[src/rtl/dmem_block_mover.sv]
// dmem_block_mover: autonomous data-memory initiator for block FILL, COPY and
// VERIFY-against-constant. It is muxed onto the data-memory port while busy.
//
// Memory handshake: a request line (memread or memwrite) is high for one REQ
// cycle and then for every WAIT cycle. Address, write data and sign mask are
// stable for that whole window. An access completes on the first rising edge
// in WAIT with mem_clk_stall low, and read data is sampled on that edge. The
// request line is low for exactly one cycle after completion before the next
// REQ. That cycle is the "gap": the FSM stays in WAIT with r_gap set.
module dmem_block_mover #(
  parameter int         LEN_W          = 16,
  parameter logic [3:0] SIGN_MASK_WORD = 4'b1111,
  parameter int         STALL_TIMEOUT  = 64
) (
  input  logic             i_clk,
  input  logic             i_reset,
  input  logic             i_start,
  input  logic [1:0]       i_op,
  input  logic [31:0]      i_src_addr,
  input  logic [31:0]      i_dst_addr,
  input  logic [LEN_W-1:0] i_len_words,
  input  logic [31:0]      i_pattern,
  output logic             o_busy,
  output logic             o_done,
  output logic             o_error,
  output logic [31:0]      o_fail_addr,
  output logic [31:0]      o_mem_addr,
  output logic [31:0]      o_mem_write_data,
  output logic             o_mem_memwrite,
  output logic             o_mem_memread,
  output logic [3:0]       o_mem_sign_mask,
  input  logic [31:0]      i_mem_read_data,
  input  logic             i_mem_clk_stall,
  output logic [2:0]       o_dbg_state
);

  localparam int CNT_W = $clog2(STALL_TIMEOUT + 1);
  localparam logic [1:0] OP_FILL   = 2'b00;
  localparam logic [1:0] OP_COPY   = 2'b01;
  localparam logic [1:0] OP_VERIFY = 2'b10;
  localparam logic [1:0] OP_RSVD   = 2'b11;

  typedef enum logic [2:0] {
    S_IDLE    = 3'd0,
    S_RD_REQ  = 3'd1,
    S_RD_WAIT = 3'd2,
    S_WR_REQ  = 3'd3,
    S_WR_WAIT = 3'd4,
    S_FINISH  = 3'd5
  } state_t;

  state_t           r_state;
  state_t           w_next;
  logic [1:0]       r_op;
  logic [31:0]      r_src;
  logic [31:0]      r_dst;
  logic [31:0]      r_pattern;
  logic [31:0]      r_data;
  logic [31:0]      r_fail_addr;
  logic [LEN_W-1:0] r_remaining;
  logic [CNT_W-1:0] r_wait_cnt;
  logic             r_gap;
  logic             r_error;

  logic        w_in_wait;
  logic        w_complete;
  logic        w_timeout;
  logic        w_mismatch;
  logic        w_last;
  logic        w_accept;
  logic        w_req_rd;
  logic        w_req_wr;
  logic [31:0] w_rd_addr;
  logic [31:0] w_cur_addr;

  assign w_in_wait  = (r_state == S_RD_WAIT) || (r_state == S_WR_WAIT);
  assign w_complete = w_in_wait && !r_gap && !i_mem_clk_stall;
  assign w_timeout  = w_in_wait && !r_gap && i_mem_clk_stall &&
                      (r_wait_cnt == CNT_W'(STALL_TIMEOUT - 1));
  assign w_mismatch = (r_state == S_RD_WAIT) && (r_op == OP_VERIFY) && w_complete &&
                      (i_mem_read_data != r_pattern);
  assign w_last     = (r_remaining == LEN_W'(1));
  assign w_accept   = (r_state == S_IDLE) && i_start;
  // COPY reads from the source pointer; VERIFY reads the destination region.
  assign w_rd_addr  = (r_op == OP_COPY) ? r_src : r_dst;
  assign w_cur_addr = ((r_state == S_RD_REQ) || (r_state == S_RD_WAIT)) ? w_rd_addr : r_dst;

  // State register; reset abandons any transfer and drops requests at once.
  always_ff @(posedge i_clk or posedge i_reset) begin
    if (i_reset) r_state <= S_IDLE;
    else         r_state <= w_next;
  end

  // Next-state logic and all combinational outputs.
  always_comb begin
    w_next           = r_state;
    w_req_rd         = 1'b0;
    w_req_wr         = 1'b0;
    o_busy           = 1'b0;
    o_done           = 1'b0;
    o_mem_addr       = '0;
    o_mem_write_data = '0;
    o_mem_sign_mask  = '0;
    unique case (r_state)
      S_IDLE: begin
        if (i_start) begin
          if (i_op == OP_RSVD)            w_next = S_IDLE;
          else if (i_len_words == '0)     w_next = S_FINISH;
          else if (i_op == OP_FILL)       w_next = S_WR_REQ;
          else                            w_next = S_RD_REQ;
        end
      end
      S_RD_REQ: w_next = S_RD_WAIT;
      S_WR_REQ: w_next = S_WR_WAIT;
      S_RD_WAIT: begin
        if (r_gap)                                       w_next = (r_op == OP_COPY) ? S_WR_REQ : S_RD_REQ;
        else if (w_timeout || w_mismatch)                w_next = S_IDLE;
        else if (w_complete && (r_op != OP_COPY) && w_last) w_next = S_FINISH;
      end
      S_WR_WAIT: begin
        if (r_gap)                     w_next = (r_op == OP_COPY) ? S_RD_REQ : S_WR_REQ;
        else if (w_timeout)            w_next = S_IDLE;
        else if (w_complete && w_last) w_next = S_FINISH;
      end
      S_FINISH: w_next = S_IDLE;
      default:  w_next = S_IDLE;
    endcase

    w_req_rd = (r_state == S_RD_REQ) || ((r_state == S_RD_WAIT) && !r_gap);
    w_req_wr = (r_state == S_WR_REQ) || ((r_state == S_WR_WAIT) && !r_gap);
    o_busy   = (r_state == S_RD_REQ) || (r_state == S_RD_WAIT) ||
               (r_state == S_WR_REQ) || (r_state == S_WR_WAIT);
    o_done   = (r_state == S_FINISH);
    if (w_req_rd || w_req_wr) begin
      o_mem_addr      = w_cur_addr;
      o_mem_sign_mask = SIGN_MASK_WORD;
    end
    if (w_req_wr) o_mem_write_data = (r_op == OP_COPY) ? r_data : r_pattern;
  end

  // Command latch, pointers, word counter, wait counter and error reporting.
  always_ff @(posedge i_clk or posedge i_reset) begin
    if (i_reset) begin
      r_op        <= '0;
      r_src       <= '0;
      r_dst       <= '0;
      r_pattern   <= '0;
      r_data      <= '0;
      r_fail_addr <= '0;
      r_remaining <= '0;
      r_wait_cnt  <= '0;
      r_gap       <= 1'b0;
      r_error     <= 1'b0;
    end else begin
      r_error <= 1'b0;
      // A completion that keeps the FSM in WAIT means another access follows.
      r_gap   <= w_complete && (w_next == r_state);
      if (w_accept) begin
        r_op        <= i_op;
        r_src       <= i_src_addr & ~32'd3;
        r_dst       <= i_dst_addr & ~32'd3;
        r_pattern   <= i_pattern;
        r_remaining <= i_len_words;
        r_fail_addr <= '0;
        if (i_op == OP_RSVD) r_error <= 1'b1;
      end
      if ((r_state == S_RD_REQ) || (r_state == S_WR_REQ))
        r_wait_cnt <= '0;
      else if (w_in_wait && !r_gap && i_mem_clk_stall)
        r_wait_cnt <= r_wait_cnt + CNT_W'(1);
      if (w_timeout) begin
        r_fail_addr <= w_cur_addr;
        r_error     <= 1'b1;
      end
      if (w_mismatch) begin
        r_fail_addr <= r_dst;
        r_error     <= 1'b1;
      end
      if (w_complete && !w_mismatch) begin
        if ((r_state == S_RD_WAIT) && (r_op == OP_COPY)) begin
          r_data <= i_mem_read_data;
          r_src  <= r_src + 32'd4;
        end else begin
          // Last access of an element: advance destination and count it.
          r_dst       <= r_dst + 32'd4;
          r_remaining <= r_remaining - LEN_W'(1);
        end
      end
    end
  end

  assign o_mem_memread  = w_req_rd;
  assign o_mem_memwrite = w_req_wr;
  assign o_error        = r_error;
  assign o_fail_addr    = r_fail_addr;
  assign o_dbg_state    = r_state;

endmodule

[config.mk]
export PLATFORM = sky130hd
export DESIGN_NAME = dmem_block_mover
export DESIGN_NICKNAME = d
export VERILOG_FILES = /design/src/rtl/dmem_block_mover.sv
export SDC_FILE = /design/constraint.sdc
export NUM_CORES = 1
export LEC_CHECK = 0
export CAP_MARGIN = 20
export CORE_AREA = 2 2 155 142
export CTS_BUF_LIST = sky130_fd_sc_hd__clkbuf_8
export DETAILED_ROUTE_END_ITERATION = 7
export DIE_AREA = 0 0 157 144
export HOLD_SLACK_MARGIN = 0.15
export PLACE_DENSITY = 0.79
export RECOVER_POWER = 25
export SLEW_MARGIN = 5
export SYNTH_ARGS = -nofsm -noshare
export SYNTH_HDL_FRONTEND = slang
export SYNTH_SLANG_ARGS = --single-unit
[constraint.sdc]
create_clock -name i_clk -period 6.7 [get_ports i_clk]
set_input_delay 1.005 -clock i_clk [delete_from_list [all_inputs] [get_ports i_clk]]
set_output_delay 1.005 -clock i_clk [all_outputs]
set_load 0.02 [all_outputs]
# Yosys cells after proc, flatten, opt, wreduce, memory -nomap -nowiden
# Index checks and enable logic that the tools add are counted.
classes:
  add_sub_neg: 4
  eq_ne: 13
  mux: 37
  reduce_logical: 34
ops:
  columns: ["operator", "count"]
  rows:
  - ["32-bit 2-to-1 mux", 14]
  - ["32-bit by 3-bit adder with 32-bit output (second input constant)", 2]
  - ["16-bit 2-to-1 mux", 3]
  - ["32-bit != test", 1]
  - ["3-bit 2-to-1 mux", 9]
  - ["16-bit by 1-bit == test with 1-bit output (second input constant)", 1]
  - ["1-bit logical AND", 16]
  - ["16-bit logical NOT", 1]
  - ["16-bit by 1-bit subtractor with 16-bit output (second input constant)", 1]
  - ["3-bit case mux with 5 select lines", 1]
  - ["7-bit 2-to-1 mux", 2]
  - ["1-bit logical OR", 9]
  - ["7-bit by 1-bit adder with 7-bit output (second input constant)", 1]
  - ["7-bit by 6-bit == test with 1-bit output (second input constant)", 1]
  - ["3-bit by 2-bit == test with 1-bit output (second input constant)", 2]
  - ["3-bit == test (second input constant)", 2]
  - ["2-bit 2-to-1 mux", 3]
  - ["2-bit == test (second input constant)", 2]
  - ["1-bit 2-to-1 mux", 4]
  - ["4-bit 2-to-1 mux", 1]
  - ["3-bit by 1-bit == test with 1-bit output (second input constant)", 1]
  - ["3-bit == test", 1]
  - ["1-bit logical NOT", 3]
  - ["3-bit logical NOT", 1]
  - ["6 further kinds", 6]
totals:
  regBits: 190
  output_inout_bits: 108
  elab_cells: 99

# Logic depth before layout (Yosys ltp)
# Gate-level depths: netlist of the first run.
depth:
  ltp_word: 12
  ltp_mapped: 10
  ltp_nobuf: 8

# Worst setup path before layout of the first run
# No wires, ideal clock.
synth_timing:
  path_type: "reg-to-output"
  from: "reg r_state[2], in the netlist o_dbg_state[2]"
  to: "out o_mem_sign_mask[1]"
  t_arrival_ns: 1.967
  path_slack_ns: 3.728
  stages_incl_launch_ff: 8
  path_cell_list: "dfrtp_1 > clkbuf_1 > nor2b_1 > clkbuf_1 > nor2_1 > clkbuf_1 > inv_1 > buf_4"
synth_between:
  elab_chain_len: 5
  elab_cells_between_ends: 10
synth_rtl:
  columns: ["item", "line_no", "source"]
  rows:
  - ["start: declaration", "52", "state_t r_state;"]
  - ["start signal: assignment", "91", "else r_state <= w_next;"]
  - ["3-bit by 2-bit == test with 1-bit output or 3-bit == test (tied branches)", "129, 130", null]
  - ["1-bit logical AND (on tied branches)", "129, 130", null]
  - ["1-bit logical OR (on tied branches)", "129, 130", null]
  - ["1-bit logical OR *", "134", "if (w_req_rd || w_req_wr) begin"]
  - ["4-bit 2-to-1 mux *", "134", null]
  - ["end: declaration", "31", "output logic [3:0] o_mem_sign_mask,"]
# Every way passes the cells marked *; elsewhere a longest branch is shown, timed or not.

==> results.sh, run 1 <==
export IMPL_synth_edf_count=0
export IMPL_synth_warnings=0
export IMPL_root_buffer="clkbuf_8"
export IMPL_arrival_ns=4.57
export IMPL_cts_tree="done"
export IMPL_post_drt_wl_per_cell_um=19.4
export IMPL_slew_viol_final=124
export IMPL_cts_resized=0
export IMPL_numPortBuffers=253
export IMPL_cts_buffers_inserted=17
export IMPL_syn_inst=1331
export IMPL_drt_total_wl_um=35400
export IMPL_ys_types=63
export IMPL_core_rowCount=51
export IMPL_coreArea_mm2=0.0211
export IMPL_fin_crit_sh_pct=63.8
export IMPL_drtPass1Iterations=7
export IMPL_synth_main_ff_cell="dfrtp_1"
export IMPL_grt_pass1_wl_um=55100
export IMPL_power_total_uw=6560
export IMPL_ir_drop_mv=0.293
export IMPL_max_cap_violations=2
export IMPL_final_cell_mix="nand2_1, clkdlybuf4s50_1, dfrtp_1"
export IMPL_gp_congestion=0.915
export IMPL_dpl_hpwl_um=24600
export IMPL_p_leak_uw=0.00565
export IMPL_required_ns=7.00
export IMPL_syn_area_per_cell_um2=8.11
export IMPL_syn_area_mm2=0.0108
export IMPL_start_kind="primary input"
export IMPL_layout_drive_gt1_share_pct=5.68
export IMPL_cts_sinks=190
export IMPL_io_pins=258
export IMPL_vias=11000
export IMPL_pwr_density_cell_mw_per_mm2=474
export IMPL_start_util_pct=51.1
export IMPL_final_hold_viol_count=0
export IMPL_path_max_fanout=64
export IMPL_clock_latency_ns=0.49
export IMPL_path_clk_slew_ns=0.10
export IMPL_die_w_um=157
export IMPL_utilization_pct=65.5
export IMPL_min_period_ns=4.28
export IMPL_gr_usage_all_layers_pct=31.3
export IMPL_dieArea_mm2=0.0226
export IMPL_hold_class="reg2reg"
export IMPL_skew_ns=0.0147
export IMPL_post_cts_buffers=0
export IMPL_htreeDepth=4
export IMPL_final_common_cell="nand2_1"
export IMPL_status="finished, violations left"
export IMPL_yosysSeqAreaShare_pct=44.0
export IMPL_rsz0062_at_grt="false"
export IMPL_cp_end_kind="async pin"
export IMPL_ys_ff_latch=190
export IMPL_ant_nets=0
export IMPL_viasPerCell=6.04
export IMPL_synth_net_count=1486
export IMPL_grt_pass1_vias=10300
export IMPL_worst_pin_slew_ns=2.69
export IMPL_cts_path_max_buffers=2
export IMPL_fmax_mhz=234
export IMPL_die_y_um=144
export IMPL_overflow=0
export IMPL_cts_hold_buffers_added=0
export IMPL_drt_iter0_drc=1230
export IMPL_antenna_found_initial=1
export IMPL_async_flop_share_pct=100
export IMPL_nNetsFinal=1675
export IMPL_crit_type="in2async"
export IMPL_hold_slack_ns=0.485
export IMPL_drc_errors=0
export IMPL_setup_viol=0
export IMPL_area_growth_synth_to_final_pct=28.2
export IMPL_tns_ns=0
export IMPL_grt_max_degree=78
export IMPL_violations="max-capacitance violations, max-slew violations"
export IMPL_relSlewSlack_pct=-80.3
[critical path: stages]
cell,delay [ns]
dlygate4sd3_1,0.55
clkinvlp_2,1.51
clkbuf_2,1.43
[synth_stat cells, types with 9 or more instances]
cell       instances  area (um2)
o32ai_1            9        78.8
nand4_1           29         181
xnor2_1           36         315
a21oi_1          112         561
nand2_1          382        1430
buf_2             26         130
o2bb2ai_1         32         280
dfrtp_1          190        4750
inv_1             15        56.3
o221a_2           10         113
o22ai_1           15        93.8
nor2_1            82         308
nor3_1            40         200
a31oi_1           12        75.1
a22oi_1           33         248
a211oi_1          22         165
and3_1            22         138
a311oi_1          23         201
o21ai_0           24         120
clkbuf_1          69         259
nor4_1            16         100
nand3_1           28         140
[final cells by class]
type                       count  area (um2)
sequential                   190        4750
fill                        1716        7280
clock buffer                  17         234
antenna                        2        5.00
multi-input combinational   1021        5560
clock inverter                15         173
timing repair buffer         275        2700
inverter                      15        57.6
tap                          291         364
[cell families after synthesis]
group	synth area share, %
AOI/OAI and AO/OA	20.8
xor gates and xnor gates	3.15
adders and majority gates	0.580
buffers and inverters	4.79
DFF	44.0
muxes	0.382
and+or+nand+nor	26.3
[layer usage]
layer | track usage (%) | vias up | wire (um)
met1 | 44.5 | 5287 | 15000
met5 | 0 | - | 0
met3 | 7.37 | 61 | 3490
met4 | 9.66 | 0 | 836
met2 | 47.6 | 574 | 16100
li1 | - | 5110 | -
[report_power, final]
| group | switching, uW | internal (uW) | total (uW) |
|---|---|---|---|
| clock | 481 | 316 | 797 |
| sequential | 635 | 1600 | 2230 |
| combinational | 2100 | 1430 | 3530 |
[final timing paths]
path / from / end / slack (ns) / cells past startpoint
worst min register to register: r_data[25]$_DFFE_PP0P_ / r_data[25]$_DFFE_PP0P_ / 0.48 / 2
worst max register to register: o_dbg_state[2]$_DFF_PP0_ / o_fail_addr[14]$_DFFE_PP0P_ / 3.12 / 8
min in group asynchronous: i_reset / r_data[30]$_DFFE_PP0P_ / 1.72 / 2
worst min-delay path: r_data[25]$_DFFE_PP0P_ / r_data[25]$_DFFE_PP0P_ / 0.48 / 2
worst max-delay path: i_reset / o_fail_addr[8]$_DFFE_PP0P_ / 2.42 / 3
max in group i_clk: o_dbg_state[0]$_DFF_PP0_ / o_mem_write_data[5] / 2.65 / 6
[per-stage QoR]
step	setup slack, ns	instance area, um2	std cells
floorplan	0.525	10800	1331
global placement	2.39	13400	1792
global route	1.80	13800	1825
detailed placement	2.38	13400	1792
CTS	2.59	13900	1824
finish	2.42	13800	1826
[sequential cells by signal (all words and copies together) (netlist names)]
| signal | flops |
|---|---|
| r_src | 32 |
| r_wait_cnt | 7 |
| r_remaining | 16 |
| r_gap | 1 |
| r_pattern | 32 |
| o_error | 1 |
| r_op | 2 |
| o_fail_addr | 32 |
| o_dbg_state | 3 |
| r_dst | 32 |
| r_data | 32 |
No activity file was read; power rests on OpenSTA's default activity.
==> inputs of run 2 (changes only) <==
Clock period 6.7 ns to 4.2 ns, I/O delays scaled along.
==> run 2 against run 1 <==
  * The run still ends with max-capacitance violations, max-slew violations left
  * Wire length up 0.78%
  * Critical path depth up 3
  * Design area up 1.2%
  * Sequential power up 59%
  * Highest routed layer unchanged
==> results.sh, run 2 (synthesis gave the netlist of run 1 again) <==
export IMPL_status="finished, violations left"
export IMPL_violations="max-capacitance violations, max-slew violations"
export IMPL_worstHoldPathCells=2
export IMPL_utilization_pct=66.3
export IMPL_crit_type="reg2out"
export IMPL_drt_iter0_drc=1277
export IMPL_final_cell_mix="nand2_1, clkdlybuf4s50_1, dfrtp_1"
export IMPL_vias=11200
export IMPL_post_cts_buffers=0
export IMPL_worst_pin_slew_ns=1.76
export IMPL_root_buffer="clkbuf_8"
export IMPL_area_growth_synth_to_final_pct=29.7
export IMPL_core_rowCount=51
export IMPL_cts_buffers_inserted=17
export IMPL_die_y_um=144
export IMPL_skew_ns=0.0278
export IMPL_fin_crit_sh_pct=95.1
export IMPL_hold_slack_ns=0.496
export IMPL_tns_ns=0
export IMPL_ir_drop_mv=0.361
export IMPL_ant_nets=0
export IMPL_antenna_found_initial=2
export IMPL_dpl_hpwl_um=25000
export IMPL_required_ns=3.57
export IMPL_seqCellArea_mm2=0.00475
export IMPL_design_area_mm2=0.0140
export IMPL_cts_resized=0
export IMPL_cts_sinks=190
export IMPL_coreArea_mm2=0.0211
export IMPL_final_hold_viol_count=0
export IMPL_hold_class="reg2reg"
export IMPL_multi_input_area_mm2=0.00557
export IMPL_grt_pass1_vias=10300
export IMPL_rsz0062_at_grt="false"
export IMPL_drt_total_wl_um=35700
export IMPL_drtPass1Iterations=5
export IMPL_cts_path_max_buffers=2
export IMPL_power_total_uw=10600
export IMPL_nFillCells=1799
export IMPL_p_leak_uw=0.00574
export IMPL_post_drt_wl_per_cell_um=19.4
export IMPL_dieArea_mm2=0.0226
export IMPL_layout_drive_gt1_share_pct=6.59
export IMPL_gp_congestion=0.919
export IMPL_viasPerCell=6.10
export IMPL_start_util_pct=51.1
export IMPL_start_kind="register"
export IMPL_path_max_fanout=27
export IMPL_numPortBuffers=253
export IMPL_grt_pass1_wl_um=55400
export IMPL_post_dp_cell_area_mm2=0.0136
export IMPL_setup_viol=0
export IMPL_arrival_ns=3.36
export IMPL_overflow=0
export IMPL_cts_hold_buffers_added=0
export IMPL_pwr_density_cell_mw_per_mm2=755
export IMPL_nNetsFinal=1689
export IMPL_max_cap_violations=1
export IMPL_min_period_ns=3.99
export IMPL_drc_errors=0
export IMPL_relSlewSlack_pct=-17.5
export IMPL_slew_viol_final=71
export IMPL_final_common_cell="nand2_1"
export IMPL_cp_end_kind="primary output"
export IMPL_path_clk_slew_ns=0.11
export IMPL_cts_tree="done"
export IMPL_ff2ff_path_depth=6
export IMPL_grt_max_degree=71
export IMPL_fmax_mhz=250
export IMPL_htreeDepth=4
export IMPL_clock_latency_ns=0.50
export IMPL_gr_usage_all_layers_pct=31.4
export IMPL_die_w_um=157
export IMPL_io_pins=258
export IMPL_rrSetupSlack_ns=1.23
run 2: power breakdown:
part | leakage [uW] | switching, uW | internal [uW]
combinational | 0.00316 | 3390 | 2330
clock | 0.000219 | 819 | 476
sequential | 0.00236 | 1010 | 2550
run 2: critical path: stages (launching register included):
cell and delay (ns):
dfrtp_1 0.58, nor2_1 0.45, nand2_1 0.13, o21a_1 0.59
buf_4 0.36, a21oi_1 0.14, clkdlybuf4s50_1 0.63
run 2: path summary, 6_finish.rpt:
| kind | start | to |
|---|---|---|
| max | o_dbg_state[1]$_DFF_PP0_ | o_mem_write_data[13] |
| min | r_data[25]$_DFFE_PP0P_ | r_data[25]$_DFFE_PP0P_ |
| max reg2reg | o_dbg_state[1]$_DFF_PP0_ | r_src[28]$_DFF_PP0_ |
| min in group asynchronous | i_reset | o_fail_addr[0]$_DFFE_PP0P_ |
| min reg2reg | r_data[25]$_DFFE_PP0P_ | r_data[25]$_DFFE_PP0P_ |
| max in group asynchronous | i_reset | r_remaining[11]$_DFF_PP0_ |
run 2: layer usage:
metal / track usage (%) / vias up / part of all wire (%)
li1: - / 5145 / -
met1: 45.0 / 5347 / 42
met2: 46.5 / 656 / 44
met3: 6.83 / 87 / 10
met4: 12.2 / 0 / 3.7
met5: 0 / - / 0
run 2: metrics by stage:
stage,setup WS [ns],instances
6_report,0.208,1841
5_1_grt,0.0423,1840
4_1_cts,0.205,1838
3_5_place_dp,0.739,1806
3_3_place_gp,0.777,1806
2_1_floorplan,1.12,1331
run 2: area by class of cell:
cell class	count	share of cell area, %
Clock inverter	15	1.47
Inverter	15	0.411
Antenna cell	3	0.0536
Sequential cell	190	34.0
Tap cell	291	2.60
Clock buffer	17	1.67
Multi-Input combinational cell	1021	39.8
Timing Repair Buffer	289	20.1
